===== config.mk =====
export PLATFORM = sky130hd
export DESIGN_NAME = pc_control
export DESIGN_NICKNAME = d
export VERILOG_FILES = /design/src/rtl/pc_control_pkg.sv /design/src/rtl/pc_control_branch_cond.sv /design/src/rtl/pc_control.sv
export SDC_FILE = /design/constraint.sdc
export NUM_CORES = 1
export LEC_CHECK = 0
export BUFFER_PORTS_ARGS = -buffer_cell sky130_fd_sc_hd__buf_2
export CAP_MARGIN = 10
export CORE_MARGIN = 5
export CORE_UTILIZATION = 50
export DETAILED_ROUTE_END_ITERATION = 6
export GPL_TIMING_DRIVEN = 1
export PLACE_DENSITY = 0.79
export SLEW_MARGIN = 20
export SYNTH_ARGS = -nofsm -noshare
export SYNTH_HDL_FRONTEND = slang
export SYNTH_SLANG_ARGS = --single-unit

===== constraint.sdc =====
create_clock -name clk -period 4.09 [get_ports clk]
set_input_delay 0 -clock clk [delete_from_list [all_inputs] [get_ports clk]]
set_output_delay 0 -clock clk [all_outputs]
set_load 0.01 [all_outputs]

===== src/rtl/pc_control_pkg.sv =====
// Shared encodings for the WISC program-counter / control-flow unit:
// opcodes, branch condition codes and flag-register bit positions.
package pc_control_pkg;

  typedef logic [3:0] opcode_t;
  typedef logic [2:0] cond_t;

  localparam opcode_t OP_ADD    = 4'h0;
  localparam opcode_t OP_SUB    = 4'h1;
  localparam opcode_t OP_XOR    = 4'h2;
  localparam opcode_t OP_RED    = 4'h3;
  localparam opcode_t OP_SLL    = 4'h4;
  localparam opcode_t OP_SRA    = 4'h5;
  localparam opcode_t OP_ROR    = 4'h6;
  localparam opcode_t OP_PADDSB = 4'h7;
  localparam opcode_t OP_LW     = 4'h8;
  localparam opcode_t OP_SW     = 4'h9;
  localparam opcode_t OP_LLB    = 4'hA;
  localparam opcode_t OP_LHB    = 4'hB;
  localparam opcode_t OP_B      = 4'hC;
  localparam opcode_t OP_BR     = 4'hD;
  localparam opcode_t OP_PCS    = 4'hE;
  localparam opcode_t OP_HLT    = 4'hF;

  localparam cond_t CC_NE  = 3'b000;
  localparam cond_t CC_EQ  = 3'b001;
  localparam cond_t CC_GT  = 3'b010;
  localparam cond_t CC_LT  = 3'b011;
  localparam cond_t CC_GTE = 3'b100;
  localparam cond_t CC_LTE = 3'b101;
  localparam cond_t CC_OVF = 3'b110;
  localparam cond_t CC_UNC = 3'b111;

  // Flag register is laid out {Z, V, N}.
  localparam int FLG_Z = 2;
  localparam int FLG_V = 1;
  localparam int FLG_N = 0;

endpackage


===== src/rtl/pc_control_branch_cond.sv =====
// Combinational evaluation of a 3-bit branch condition against the
// registered Z/V/N flags.
module branch_cond
  import pc_control_pkg::*;
(
  input  logic [2:0] cond,
  input  logic [2:0] flags,
  output logic       taken
);

  logic z;
  logic v;
  logic n;

  assign z = flags[FLG_Z];
  assign v = flags[FLG_V];
  assign n = flags[FLG_N];

  // condition decode
  always_comb begin
    taken = 1'b0;
    case (cond)
      CC_NE:   taken = ~z;
      CC_EQ:   taken = z;
      CC_GT:   taken = ~z & ~n;
      CC_LT:   taken = n;
      CC_GTE:  taken = z | (~z & ~n);
      CC_LTE:  taken = n | z;
      CC_OVF:  taken = v;
      CC_UNC:  taken = 1'b1;
      default: taken = 1'b0;
    endcase
  end

endmodule


===== src/rtl/pc_control.sv =====
// Program counter, flag register and sticky halt for the WISC core; pc is
// the instruction-memory fetch address.
module pc_control
  import pc_control_pkg::*;
#(
  parameter int              PC_W     = 16,
  parameter logic [PC_W-1:0] RESET_PC = {PC_W{1'b0}}
) (
  input  logic            clk,
  input  logic            rst_n,
  input  logic            stall,
  input  logic [15:0]     instr,
  input  logic            alu_z,
  input  logic            alu_v,
  input  logic            alu_n,
  input  logic [PC_W-1:0] rs_data,
  output logic [PC_W-1:0] pc,
  output logic [PC_W-1:0] pc_plus2,
  output logic            branch_taken,
  output logic            hlt
);

  opcode_t         opcode;
  logic [8:0]      imm9;
  logic            cond_true;
  logic            is_b;
  logic            is_br;
  logic [PC_W-1:0] b_offset;
  logic [PC_W-1:0] b_target;
  logic [PC_W-1:0] pc_next;
  logic [2:0]      flags_q;
  logic [2:0]      flags_d;
  logic            halted_q;
  logic            halted_d;

  assign opcode = opcode_t'(instr[15:12]);
  assign imm9   = instr[8:0];
  assign is_b   = (opcode == OP_B);
  assign is_br  = (opcode == OP_BR);

  branch_cond u_branch_cond (
    .cond  (instr[11:9]),
    .flags (flags_q),
    .taken (cond_true)
  );

  assign branch_taken = (is_b | is_br) & cond_true;
  // A stalled HLT must not assert hlt, otherwise the PC would freeze early.
  assign hlt          = halted_q | ((opcode == OP_HLT) & ~stall);

  assign pc_plus2 = pc + {{(PC_W-2){1'b0}}, 2'd2};
  assign b_offset = {{(PC_W-10){imm9[8]}}, imm9, 1'b0};
  assign b_target = pc_plus2 + b_offset;

  // next-PC selection, halt has highest priority
  always_comb begin
    pc_next = pc_plus2;
    if (hlt) begin
      pc_next = pc;
    end else if (is_b && cond_true) begin
      pc_next = b_target;
    end else if (is_br && cond_true) begin
      pc_next = rs_data;
    end else begin
      pc_next = pc_plus2;
    end
  end

  // flag update: arithmetic sets all three, logic/shift ops only Z
  always_comb begin
    flags_d = flags_q;
    if (!stall && !hlt) begin
      case (opcode)
        OP_ADD, OP_SUB: begin
          flags_d[FLG_Z] = alu_z;
          flags_d[FLG_V] = alu_v;
          flags_d[FLG_N] = alu_n;
        end
        OP_XOR, OP_SLL, OP_SRA, OP_ROR: flags_d[FLG_Z] = alu_z;
        default:                        flags_d = flags_q;
      endcase
    end else begin
      flags_d = flags_q;
    end
  end

  // halted is sticky; under stall hlt equals halted_q so it simply holds
  always_comb begin
    halted_d = halted_q | hlt;
  end

  // state registers
  always_ff @(posedge clk or negedge rst_n) begin
    if (!rst_n) begin
      pc       <= RESET_PC;
      flags_q  <= 3'b000;
      halted_q <= 1'b0;
    end else if (!stall) begin
      pc       <= pc_next;
      flags_q  <= flags_d;
      halted_q <= halted_d;
    end else begin
      pc       <= pc;
      flags_q  <= flags_q;
      halted_q <= halted_q;
    end
  end

endmodule


# [Word-level counts from Yosys, hierarchy flattened]
# Index checks and enable logic that the tools add are counted.
[word_totals] output_inout_bits=34 wordCells=48 regBits=20 inputBits=38
[op_classes] n_eq_ne=15 addsub=2 muxes=3 n_reduce_logical=12 n_bitwise=12
[ops] operator="2-to-1 mux 16 bit" count=2
[ops] operator="adder 16 bit" count=1
[ops] operator="adder 16 x 2 -> 16 bit, second input constant" count=1
[ops] operator="== test 3 bit, second input constant" count=4
[ops] operator="== test 4 x 3 -> 1 bit, second input constant" count=3
[ops] operator="== test 4 bit, second input constant" count=3
[ops] operator="one-hot mux 1 bit (8 select lines)" count=1
[ops] operator="== test 3 x 2 -> 1 bit, second input constant" count=2
[ops] operator="AND reduction 3 bit" count=2
[ops] operator="OR reduction 6 bit" count=1
[ops] operator="bitwise OR 1 bit" count=5
[ops] operator="== test 4 x 1 -> 1 bit, second input constant" count=1
[ops] operator="== test 4 x 2 -> 1 bit, second input constant" count=1
[ops] operator="logical NOT 4 bit" count=1
[ops] operator="inverter 1 bit" count=4
[ops] operator="bitwise AND 1 bit" count=3
[ops] operator="== test 3 x 1 -> 1 bit, second input constant" count=1
[ops] operator="logical AND 1 bit" count=3
[ops] operator="logical NOT 3 bit" count=1
[ops] operator="logical NOT 1 bit" count=2
[ops] operator="AND reduction 2 bit" count=1
[ops] operator="OR reduction 2 bit" count=1

# [Depth between registers and ports, before layout]
# Gate-level depths: netlist of the first run.
[depth] ltp_word=7 depth_mapped=12 depth_no_buf=12

# [Modules after synthesis]
# Synthesis of the first run repeated with hierarchy kept, for this count alone.
[unflattened] hier_cells=271 hier_area_um2=2185.8
[by_module_without_submodules] module="pc_control" cells_per_inst=260 seq_area_each_um2=500.5 n_inst=1 area_per_inst_um2=2109.5
[by_module_without_submodules] module="branch_cond" cells_per_inst=11 seq_area_each_um2=0.0 n_inst=1 area_per_inst_um2=76.3

# [Worst setup path before layout of the first run]
# No wires, ideal clock.
[synth_timing] path_type="reg2reg" from="register pc[1]" to="register pc[11]" setup_ns=0.126 arrival_ns=2.837 required_time_ns=3.964 path_slack_ns=1.127 synth_period_minus_slack_ns=2.963 path_stages_with_launch=12 path_buffers=0 path_cell_list="dfrtp_1 -> ha_1 -> nand3_1 -> xnor2_1 -> ha_1 -> a21oi_1 -> nand2b_1 -> nand3b_1 -> a41oi_1 -> xnor2_1 -> o21ai_0 -> a221o_1"
[synth_between] elab_chain_len=3 elab_cells_between_ends=4 cone_classes="add/sub: 2; mux: 2"
[synth_rtl] element="start, declared" line_no="pc_control.sv:17" source="output logic [PC_W-1:0] pc,"
[synth_rtl] element="start signal, assigned" line_no="pc_control.sv:99" source="pc <= pc_next;"
[synth_rtl] element="start signal, assigned" line_no="pc_control.sv:103" source="pc <= pc;"
[synth_rtl] element="adder 16 x 2 -> 16 bit" line_no="pc_control.sv:51" source="assign pc_plus2 = pc + {{(PC_W-2){1'b0}}, 2'd2};"
[synth_rtl] element="net pc_plus2[5]" line_no="pc_control.sv:18" source="output logic [PC_W-1:0] pc_plus2,"
[synth_rtl] element="adder 16 bit" line_no="pc_control.sv:53" source="assign b_target = pc_plus2 + b_offset;"
[synth_rtl] element="2-to-1 mux 16 bit" line_no="pc_control.sv:60" source="end else if (is_b && cond_true) begin"
# The timed path passes the listed nets, and every way through them passes these cells.
# A chain may end at the register's enable or synchronous reset.

# [Final worst setup path of the first run]
[layout_timing] from="register pc[1]" to="register pc[11]"
[layout_between] elab_chain_len=3 elab_cells_between_ends=4 cone_classes="add/sub: 2; mux: 2"
[layout_rtl] element="adder 16 x 2 -> 16 bit (*)" line_no="pc_control.sv:51"
[layout_rtl] element="adder 16 bit / 2-to-1 mux 16 bit (equally long branches)" line_no="pc_control.sv:53, pc_control.sv:62"
[layout_rtl] element="2-to-1 mux 16 bit (*)" line_no="pc_control.sv:60"
# Mark *: on every way between the ends. The rest lies on a longest branch, timed or not.

==> results of run 1 <==
routing by layer:
layer,vias to the layer above,GRT usage,share of wire
met1,1029,0.278,0.42
li1,1081,-,-
met4,0,0.0757,0.015
met2,93,0.391,0.48
met5,-,0,0
met3,13,0.0303,0.077
area by class of cell:
cell class	count	area, sq um
Sequential cell	20	500
Timing Repair Buffer	79	433
Fill cell	354	1440
Clock inverter	1	30.0
Multi-Input combinational cell	215	1550
Clock buffer	3	41.3
Tap cell	50	62.6
Inverter	8	30.0
report_power, final:
group | internal (mW) | total (mW) | leakage (nW) | switching [mW]
clock | 0.131 | 0.207 | 0.0357 | 0.0760
sequential | 0.277 | 0.412 | 0.242 | 0.134
combinational | 0.465 | 1.06 | 0.943 | 0.598
total | 0.873 | 1.68 | 1.22 | 0.808
sequential cells by signal (all words and copies together) (netlist names):
register  cells
pc           16
halted_q      1
flags_q       3
logic make-up (layout without fill, tap and decap cells):
family / after synthesis / after routing / synth area share
AO/OA/AOI/OAI: 79 / 79 / 0.247
buffers and inverters: 19 / 91 / 0.0453
adder cells (fa/ha/maj): 19 / 19 / 0.114
XOR/XNOR: 25 / 25 / 0.105
flip-flops: 20 / 20 / 0.233
AND/OR/NAND/NOR: 84 / 84 / 0.216
multiplexers: 8 / 8 / 0.0407
cells in the mapped netlist, types with 2 or more instances:
library cell / n
a31oi_1: 3
o31ai_1: 3
xor2_1: 11
o21a_1: 2
a211oi_1: 3
inv_1: 7
nand4_1: 4
o21ai_1: 3
nor3_1: 5
buf_6: 2
buf_2: 3
a21o_1: 3
buf_4: 2
xnor2_1: 13
and3_1: 6
and4_1: 4
nor2_1: 9
ha_1: 18
mux2_1: 2
dfrtp_1: 20
mux2i_1: 2
nand3_1: 5
clkbuf_1: 4
mux2_2: 4
or3_1: 2
o21bai_1: 3
o21ai_0: 25
nand2b_1: 5
nand2_1: 30
and2_1: 3
o211ai_1: 7
a21oi_1: 15
nor2b_1: 2
nor2_4: 2
tightest hold or removal path, stage by stage:
cell and delay, ns:
buf_2 0.08, mux2i_1 0.08, a21oi_1 0.14
stage by stage:
| stage | instances | cell area [sq um] | setup slack, ns | util |
|---|---|---|---|---|
| after floorplan | 254 | 2150 | 1.13 | - |
| after global placement | 365 | 2510 | 1.13 | 0.614 |
| after detailed placement | 365 | 2510 | 0.947 | 0.614 |
| after CTS | 376 | 2650 | 0.937 | 0.649 |
| after global routing | 376 | 2650 | 0.665 | 0.649 |
| final | 376 | 2650 | 0.917 | 0.649 |
how the worst max path moves through the flow:
stage	startpoint	cells past startpoint	end
2_1_floorplan	pc[1]$_DFFE_PN0P_	11	pc[11]$_DFFE_PN0P_
3_3_place_gp	pc[1]$_DFFE_PN0P_	11	pc[11]$_DFFE_PN0P_
3_5_place_dp	pc[1]$_DFFE_PN0P_	11	pc[11]$_DFFE_PN0P_
4_1_cts	pc[1]$_DFFE_PN0P_	11	pc[11]$_DFFE_PN0P_
5_1_grt	pc[1]$_DFFE_PN0P_	11	pc[11]$_DFFE_PN0P_
6_report	pc[1]$_DFFE_PN0P_	11	pc[11]$_DFFE_PN0P_
placed cells by master (no fill, tap or decap), drive strengths merged, types with 2 or more instances in the layout:
cell	synthesis	final
and3	6	6
a21oi	15	15
clkbuf	4	3
o31ai	3	3
xnor2	13	13
dlygate4sd3	0	7
nor2b	2	2
nand2b	5	5
and2	3	3
inv	8	8
mux2i	2	2
a21o	3	3
dfrtp	20	20
o21bai	3	3
mux2	6	6
or3	2	2
a311oi	2	2
xor2	12	12
and4	5	5
buf	7	72
o21a	2	2
o21ai	28	28
nor3	5	5
a31oi	3	3
nand2	30	30
ha	18	18
nand3	5	5
o211ai	7	7
a211oi	3	3
nor2	11	11
nand4	5	5
what timing repair did:
| item | in CTS | in global routing |
|---|---|---|
| endpoints found under the hold margin | 26 | 0 |
| hold buffers | 7 | 0 |
| setup buffers | 0 | 0 |
==> run_results.csv, run 1 <==
group,metric,value,unit
synth,synth.distinct_cells,56,
sta,period_minus_slack,3.17,ns
synth,synth_top_cell_area_share,0.233,
sta,hold_violations,0,
die,die_y,75.6,microns
die,core-area,0.00409,sq mm
worst_setup_path,ff2ff_setup_slack,0.92,ns
routing,remaining_drc_errors,0,
worst_hold_path,hp-start,"rs_data[10]",
routing,detail-route-antenna-nets,0,
worst_setup_path,cp.arrival,3.33,ns
synth,seq_area_frac_synth,0.233,
clock_network,post_cts_resized,0,
power,p_leak,1.22,nW
worst_setup_path,crit_path_max_incr_delay,0.48,ns
die,initial_core_util,0.527,
clock_network,cts_tree,"built",
synth,async_flop_share,1.00,
worst_setup_path,path_cells,"ha_1 > nand3_1 > xnor2_1 > ha_1 > a21oi_1 > nand2b_1 > nand3b_1 > a41oi_1 > xnor2_1 > o21ai_0 > a221o_1",
sta,period_share,0.776,
worst_setup_path,regToRegStartpoint,"pc[1]$_DFFE_PN0P_",
worst_hold_path,hold_depth,3,
worst_setup_path,path_buf_inv,0,
worst_setup_path,critPathMaxFanout,8,
sta,max-slew-margin-rel,0.373,
worst_setup_path,crit_required,4.25,ns
worst_setup_path,critPathKind,"flip-flop to flip-flop",
routing,routed_wl,6140,microns
final_layout,area_delta_synth_final,23.2,%
routing,wire_per_inst,16.3,microns
clock_network,numCtsBuffers,3,
worst_hold_path,hp-class,"input pin to flip-flop",
grt,overflow,0,
worst_setup_path,cpMaxStageDelayCell,"dfrtp_1",
sta,rsz0062_at_grt,"no",
placement,dp_hpwl,4570,microns
sta,fmax,315,MHz
routing,vias,2216,
sta,slew_violations,0,
worst_setup_path,worst-r2r-cell-count,11,
grt,antenna_found_initial,0,
routing,drt_iter0_drc,189,
grt,grt_max_degree,30,
job,maxCapViolCount,0,
sta,setup_violations,0,
outcome,status,"finished clean",
final_layout,layout.nets,384,
synth,synth_nets,311,
grt,grt_pass1_vias,2218,
grt,grt_pass1_wl,9790,microns
clock_network,htreeDepth,1,
routing,drtPass1Iterations,4,
final_layout,drive_gt1_frac,0.273,
synth,synth_seq_cells,20,
synth,synthCells,254,
worst_hold_path,hold-path-endpoint,"pc[10]$_DFFE_PN0P_",
power,vdd_ir_drop_max,0.000369,V
synth,yosys_most_used_dff,"dfrtp_1",
sta,holdWs,0.0732,ns
sta,tns,0,ns
synth,synth_area_leader_cell,"dfrtp_1",
die,io_pins,72,
sta,finalClockSkew,0.00310,ns
worst_setup_path,cp-end-kind,"flip-flop",
synth,synthTopCellsByArea,"dfrtp_1 23%, ha_1 10%, o21ai_0 5.8%",
clock_network,clock-sinks,20,
synth,synth_area_per_cell,8.47,sq um
placement,portBuffers,71,
placement,gp_congestion,0.894,
clock_network,clkLatencyLatePin,0.27,ns
synth,ys_warn_count,0,
worst_setup_path,crit_family,"compound AO/OA/AOI/OAI gates",
die,chipWidth,75.6,microns
power,finalPower,1.68,mW
clock_network,clk_pin_slew,0.08,ns
power,powerDensity,634,mW/mm^2
synth,synth_area,0.00215,sq mm
routing,viasPerCell,5.89,
die,fp-row-count,23,
synth,synth_edf_count,0,
die,dieArea,0.00572,sq mm
worst_setup_path,worstSetupStartpointType,"flip-flop",
sta,tightest_slew,0.940,ns
clock_network,clk_path_buf_depth,2,
worst_setup_path,reg2reg_to,"pc[11]$_DFFE_PN0P_",
final_layout,diodes,0,
clock_network,cts_root_buf,"clkbuf_8",
grt,grt_use_total,0.222,
Note: power is estimated with default switching activity, not from simulation.
==> run 2, diff against run 1 <==
clock period = 3 ns   (was 4.09 ns; I/O delays follow)
==> run 2 against run 1 <==
Compared with the run above:
- die area unchanged
- via count grew 3.5%
- sequential share of layout area is 0.70 points lower
- total power is 42% higher
- routed wire length is 3.0% higher
- global-route usage rose by 0.18 points
- sequential power increased by 30%
- combinational power grew 54%
- first-iteration DRC count fell by 34%
- largest cell class unchanged
- largest power group unchanged
==> run_results.csv, run 2 (synthesis results as in run 1) <==
group,metric,value,unit
sta,hold_violations,0,
grt,overflow,0,
worst_hold_path,hp-class,"input pin to flip-flop",
die,core-area,0.00409,sq mm
final_layout,layout.nets,398,
grt,antenna_found_initial,0,
worst_setup_path,cp.arrival,2.98,ns
placement,numPlacedInstances,375,
placement,place_worst_setup_slack,0.0341,ns
clock_network,clk_path_buf_depth,2,
sta,slew_violations,0,
power,p_leak,1.28,nW
routing,routed_wl,6320,microns
final_layout,postLayoutCoreUtil,0.677,
final_layout,diodes,0,
worst_setup_path,crit_required,3.14,ns
die,fp-row-count,23,
worst_hold_path,hold_depth,3,
placement,dp_hpwl,4720,microns
final_layout,stdcell_count,390,
sta,finalClockSkew,0.00222,ns
sta,tightest_slew,0.559,ns
final_layout,regMostFlops,"pc",
sta,setup_violations,0,
power,p_comb_frac,0.685,
sta,setup_slack,0.161,ns
sta,period_share,0.946,
die,initial_core_util,0.527,
power,p_seq_frac,0.225,
die,die_y,75.6,microns
power,finalPower,2.38,mW
worst_setup_path,regToRegStartpoint,"pc[4]$_DFFE_PN0P_",
die,dieArea,0.00572,sq mm
routing,detail-route-antenna-nets,0,
final_layout,area_delta_synth_final,28.6,%
clock_network,cts_root_buf,"clkbuf_8",
power,vdd_ir_drop_max,0.000473,V
sta,tns,0,ns
clock_network,cts_tree,"built",
sta,fmax,352,MHz
worst_setup_path,cp-end-kind,"flip-flop",
job,maxCapViolCount,0,
clock_network,clock-sinks,20,
routing,vias,2293,
routing,viasPerCell,5.88,
clock_network,clk_pin_slew,0.08,ns
power,switching_share,0.475,
worst_setup_path,reg2reg_to,"pc[14]$_DFFE_PN0P_",
worst_setup_path,ff2ff_setup_slack,0.16,ns
final_layout,drive_gt1_frac,0.326,
routing,wire_per_inst,16.2,microns
placement,portBuffers,71,
final_layout,final_common_cell,"buf_2",
clock_network,htreeDepth,1,
worst_hold_path,hold-path-endpoint,"pc[10]$_DFFE_PN0P_",
power,p_int,1.25,mW
sta,period_minus_slack,2.84,ns
worst_hold_path,hp-start,"rs_data[10]",
power,power.switching,1.13,mW
power,pwr-share-clk,0.090,
grt,grt_max_degree,31,
clock_network,clkLatencyLatePin,0.26,ns
worst_setup_path,critPathKind,"flip-flop to flip-flop",
clock_network,numCtsBuffers,3,
die,io_pins,72,
final_layout,layout_common_cells,"71 x buf_2, 30 x nand2_1, 25 x o21ai_0",
worst_setup_path,critPathMaxFanout,6,
final_layout,largest_reg_flops,16,
grt,grt_use_total,0.224,
final_layout,reg.largest.list,"pc x16, flags_q x3, halted_q x1",
routing,drtPass1Iterations,4,
routing,drt_iter0_drc,124,
grt,grt_pass1_wl,9920,microns
grt,grt_pass1_vias,2238,
worst_setup_path,worst-r2r-cell-count,12,
power,powerDensity,861,mW/mm^2
placement,gp_congestion,0.908,
routing,remaining_drc_errors,0,
outcome,status,"finished clean",
sta,max-slew-margin-rel,0.627,
worst_setup_path,worstSetupStartpointType,"flip-flop",
die,chipWidth,75.6,microns
==> run 2: timing repair <==
action / 4_1_cts / 5_1_grt
resized for setup: 0 / 8
endpoints found under the hold margin: 26 / 0
setup endpoints to repair: 0 / 5
hold buffers: 7 / 0
buffers inserted: 0 / 4
==> run 2: worst max-delay path by stage <==
stage | from | to | slack [ns] | depth (start not counted)
2_1_floorplan | pc[1]$_DFFE_PN0P_ | pc[11]$_DFFE_PN0P_ | 0.04 | 11
3_3_place_gp | pc[4]$_DFFE_PN0P_ | pc[14]$_DFFE_PN0P_ | 0.10 | 12
3_5_place_dp | pc[4]$_DFFE_PN0P_ | pc[12]$_DFFE_PN0P_ | 0.03 | 12
4_1_cts | pc[4]$_DFFE_PN0P_ | pc[12]$_DFFE_PN0P_ | 0.002 | 12
5_1_grt | pc[4]$_DFFE_PN0P_ | pc[12]$_DFFE_PN0P_ | -0.001 | 12
6_report | pc[4]$_DFFE_PN0P_ | pc[14]$_DFFE_PN0P_ | 0.16 | 12
==> run 2: routing by layer <==
metal  GRT usage  wire length, microns  vias up
li1            -                     -     1113
met1       0.273                  2600     1073
met2       0.404                  3160       98
met3      0.0383                   474        9
met4      0.0621                    89        0
met5           0                     0        -
==> run 2: cell type report <==
class / count / area [sq um]
fillers: 350 / 1320
well taps: 50 / 62.6
repair buffers: 93 / 538
clock buffers: 4 / 55.1
flip-flops and latches: 20 / 503
inverters: 8 / 30.0
multi-input cells: 215 / 1580
==> run 2: power by group through the flow <==
stage	registers (mW)	logic (mW)	clock network, mW
finish	0.536	1.63	0.214
global route	0.552	1.80	0.224
CTS	0.531	1.56	0.217
detailed placement	0.535	1.55	0
global placement	0.531	1.52	0
floorplan	0.558	0.981	0
==> run 2: critical path: stages (launching register included) <==
cell and delay [ns]:
dfrtp_2 0.43, and4_4 0.28, and2_4 0.17, nand2_1 0.08
xnor2_1 0.18, ha_1 0.36, nand2_1 0.11, or3_1 0.37
o21a_1 0.11, o41a_1 0.15, o21ai_0 0.23, xnor2_1 0.16
o22ai_1 0.09
==> run 2: per-stage QoR <==
stage                     area, sq um  hold slack, ns
after floorplan                  2150          -0.296
after global routing             2770           0.122
after CTS                        2710          0.0916
after detailed placement         2580        -0.00412
final                            2770          0.0904
after global placement           2580         -0.0134
==> run 3, diff against run 2 <==
ABC_AREA = 1   (was not set)
PLACE_DENSITY = 0.77   (was 0.79)
==> run 3 against run 2 <==
Compared with the run above:
- the run now ends with hold timing left
- final area is 11% higher
- via count increased by 23%
- maximum frequency up 5.2%
- combinational power down 90%
- largest power group is now clock
- highest routed layer unchanged
==> run_results.csv, run 3 <==
group,metric,value,unit
power,p_comb_frac,0.224,
worst_setup_path,critPathMaxFanout,5,
die,fp-row-count,25,
placement,dpl-instance-area,0.00292,sq mm
final_layout,stdcell_area,0.00307,sq mm
synth,synth_seq_cells,20,
grt,grt_max_degree,21,
synth,yosys.area_share.xor_xnor,0.0517,
grt,grt_pass1_wl,12200,microns
worst_hold_path,hp-class,"input pin to flip-flop",
synth,synth.distinct_cells,40,
synth,seq_area_frac_synth,0.199,
sta,slew_violations,0,
synth,synthSimpleGateAreaFrac,0.430,
routing,remaining_drc_errors,0,
grt,grt_pass1_vias,2587,
die,core-area,0.00482,sq mm
power,p_int,0.511,mW
power,vdd_ir_drop_max,0.000153,V
synth,muxShareOfSynthArea,0.00448,
synth,synthCells,394,
die,initial_core_util,0.522,
worst_setup_path,cp-startpoint,"pc[1]$_DFFE_PN0P_",
routing,viasPerCell,5.24,
routing,drtPass1Iterations,5,
worst_setup_path,crit_required,3.15,ns
final_layout,final_common_cell,"nand2_1",
sta,period_minus_slack,2.70,ns
job,maxCapViolCount,0,
synth,yosysMostFrequentCell,"nand2_1",
synth,yosys_most_used_dff,"dfrtp_1",
power,power.switching,0.193,mW
die,die_y,80.9,microns
power,p_leak,1.63,nW
clock_network,clk_path_buf_depth,2,
final_layout,regArea,502,sq um
placement,gp_congestion,1.01,
synth,synthAdderAreaFrac,0.0975,
synth,synth_area_per_cell,6.38,sq um
sta,tns,0,ns
outcome,violations,"hold timing",
grt,antenna_found_initial,0,
sta,fmax,371,MHz
final_layout,reg.largest.list,"pc x16, flags_q x3, halted_q x1",
synth,synthTopCellsByArea,"dfrtp_1 20%, nand2_1 17%, nand3_1 9.8%",
die,chipWidth,80.9,microns
placement,portBuffers,71,
grt,grt_use_total,0.238,
synth,yosys-top-cells-count,"112 x nand2_1, 49 x inv_1, 49 x nand3_1, 38 x nor2_1, 20 x dfrtp_1",
power,pwr-share-clk,0.394,
placement,dp_hpwl,6190,microns
sta,period_share,0.899,
clock_network,cts_setup_buffers,0,
sta,tightest_slew,0.538,ns
sta,setup_violations,0,
grt,overflow,0,
synth,synth_area_leader_cell,"dfrtp_1",
worst_setup_path,worstSetupStartpointType,"flip-flop",
clock_network,cts_tree,"built",
worst_setup_path,cp-end-kind,"flip-flop",
worst_setup_path,cp.arrival,2.84,ns
routing,routed_wl,7510,microns
synth,synth_compound_area_frac,0.110,
final_layout,multi_input_comb_area,0.00175,sq mm
routing,wire_per_inst,13.9,microns
final_layout,largest_reg_flops,16,
sta,hold_violations,1,
final_layout,diodes,0,
routing,detail-route-antenna-nets,0,
power,powerDensity,229,mW/mm^2
clock_network,clock-sinks,20,
worst_setup_path,regToRegStartpoint,"pc[1]$_DFFE_PN0P_",
final_layout,layout.nets,531,
synth,synth_edf_count,0,
synth,synth_nets,451,
power,switching_share,0.274,
final_layout,layout_common_cells,"112 x nand2_1, 71 x buf_2, 49 x inv_1",
clock_network,clkLatencyLatePin,0.27,ns
synth,synth_top_cell_area_share,0.199,
synth,async_flop_share,1.00,
final_layout,drive_gt1_frac,0.239,
sta,finalClockSkew,0.00915,ns
sta,holdWs,-0.00483,ns
sta,max-slew-margin-rel,0.640,
die,io_pins,72,
clock_network,clk_pin_slew,0.09,ns
clock_network,cts_root_buf,"clkbuf_8",
worst_setup_path,critPathKind,"flip-flop to flip-flop",
final_layout,fill_cells,494,
synth,synth_top_family_by_area,"simple AND/OR/NAND/NOR gates",
routing,vias,2828,
worst_hold_path,hp-start,"stall",
outcome,status,"finished, violations left",
sta,rsz0062_at_grt,"no",
routing,drt_iter0_drc,152,
clock_network,numCtsBuffers,3,
power,p_seq_frac,0.383,
power,finalPower,0.703,mW
synth,synth_area,0.00251,sq mm
synth,ys_warn_count,0,
final_layout,area_delta_synth_final,22.2,%
final_layout,regMostFlops,"pc",
clock_network,htreeDepth,1,
die,dieArea,0.00655,sq mm
==> run 3: cell types whose count changed after synthesis, moves of 5 or more <==
| cell | previous run | this run |
|---|---|---|
| inv_1 | 7 | 49 |
| inv_2 | 1 | 6 |
| nand2_2 | 0 | 6 |
| xnor2_1 | 13 | 6 |
| nor2_1 | 9 | 38 |
| and3_1 | 6 | 0 |
| nand3_1 | 5 | 49 |
| o21ai_0 | 25 | 8 |
| nand2_1 | 30 | 112 |
| nand2b_1 | 5 | 0 |
==> run 3: area by class of cell <==
cell class	instances	area share
sequential	20	0.163
multi-input combinational	311	0.571
inverter	59	0.0745
timing repair buffer	79	0.141
tap	67	0.0273
clock inverter	1	0.00977
clock buffer	3	0.0134
==> run 3: critical path, cell delays in order, from the launching register on <==
cell	delay [ns]
dfrtp_2	0.41
ha_2	0.23
inv_1	0.07
nor2_2	0.17
xor2_1	0.24
inv_1	0.11
ha_1	0.36
nand2_1	0.12
nor2_1	0.09
nand2_1	0.09
nand3_2	0.11
nand3_1	0.12
nor2_1	0.16
o21ai_0	0.09
nand3_1	0.11
nand3_1	0.09
==> run 3: power groups by stage <==
stage / sequential, mW / clock, mW / combinational, mW
floorplan: 0.275 / 0 / 0.0937
finish: 0.269 / 0.277 / 0.157
CTS: 0.269 / 0.276 / 0.156
detailed placement: 0.275 / 0 / 0.149
global route: 0.269 / 0.293 / 0.176
global placement: 0.275 / 0 / 0.146
==> run 3: kinds of logic after synthesis <==
| kind of cell | after synthesis |
|---|---|
| compound gates | 44 |
| xor+xnor | 14 |
| fa+ha+maj | 19 |
| buf+inv | 63 |
| flops | 20 |
| mux | 1 |
| simple gates | 233 |
==> run 3: metrics by stage <==
step | worst slack (ns) | cells | util
final | 0.302 | 540 | 0.638
after global routing | 0.00377 | 540 | 0.638
after CTS | 0.166 | 540 | 0.636
after detailed placement | 0.196 | 529 | 0.606
after global placement | 0.257 | 529 | 0.606
after floorplan | 0.512 | 394 | -
==> run 3: worst paths after layout <==
check | slack [ns] | to | depth (start not counted)
min in group asynchronous | 0.23 | flags_q[2]$_DFFE_PN0P_ | 2
worst max register to register | 0.30 | pc[11]$_DFFE_PN0P_ | 15
worst min-delay path | -0.005 | halted_q$_DFFE_PN0N_ | 2
worst min register to register | 0.49 | halted_q$_DFFE_PN0N_ | 2
worst max-delay path | 0.30 | pc[11]$_DFFE_PN0P_ | 15
max in group asynchronous | 2.41 | pc[1]$_DFFE_PN0P_ | 2
==> run 3: metal layers <==
metal	up-vias	routed length (microns)	GRT usage
met5	-	0	0
met4	0	165	0.0642
met3	14	495	0.0344
met2	103	3560	0.401
met1	1284	3290	0.316
li1	1427	-	-
==> run 3: repair_timing <==
item / CTS / global route
endpoints found under the hold margin: 26 / 0
endpoints found under the setup margin: 0 / 5
hold buffers: 7 / 0
resized for setup: 0 / 4
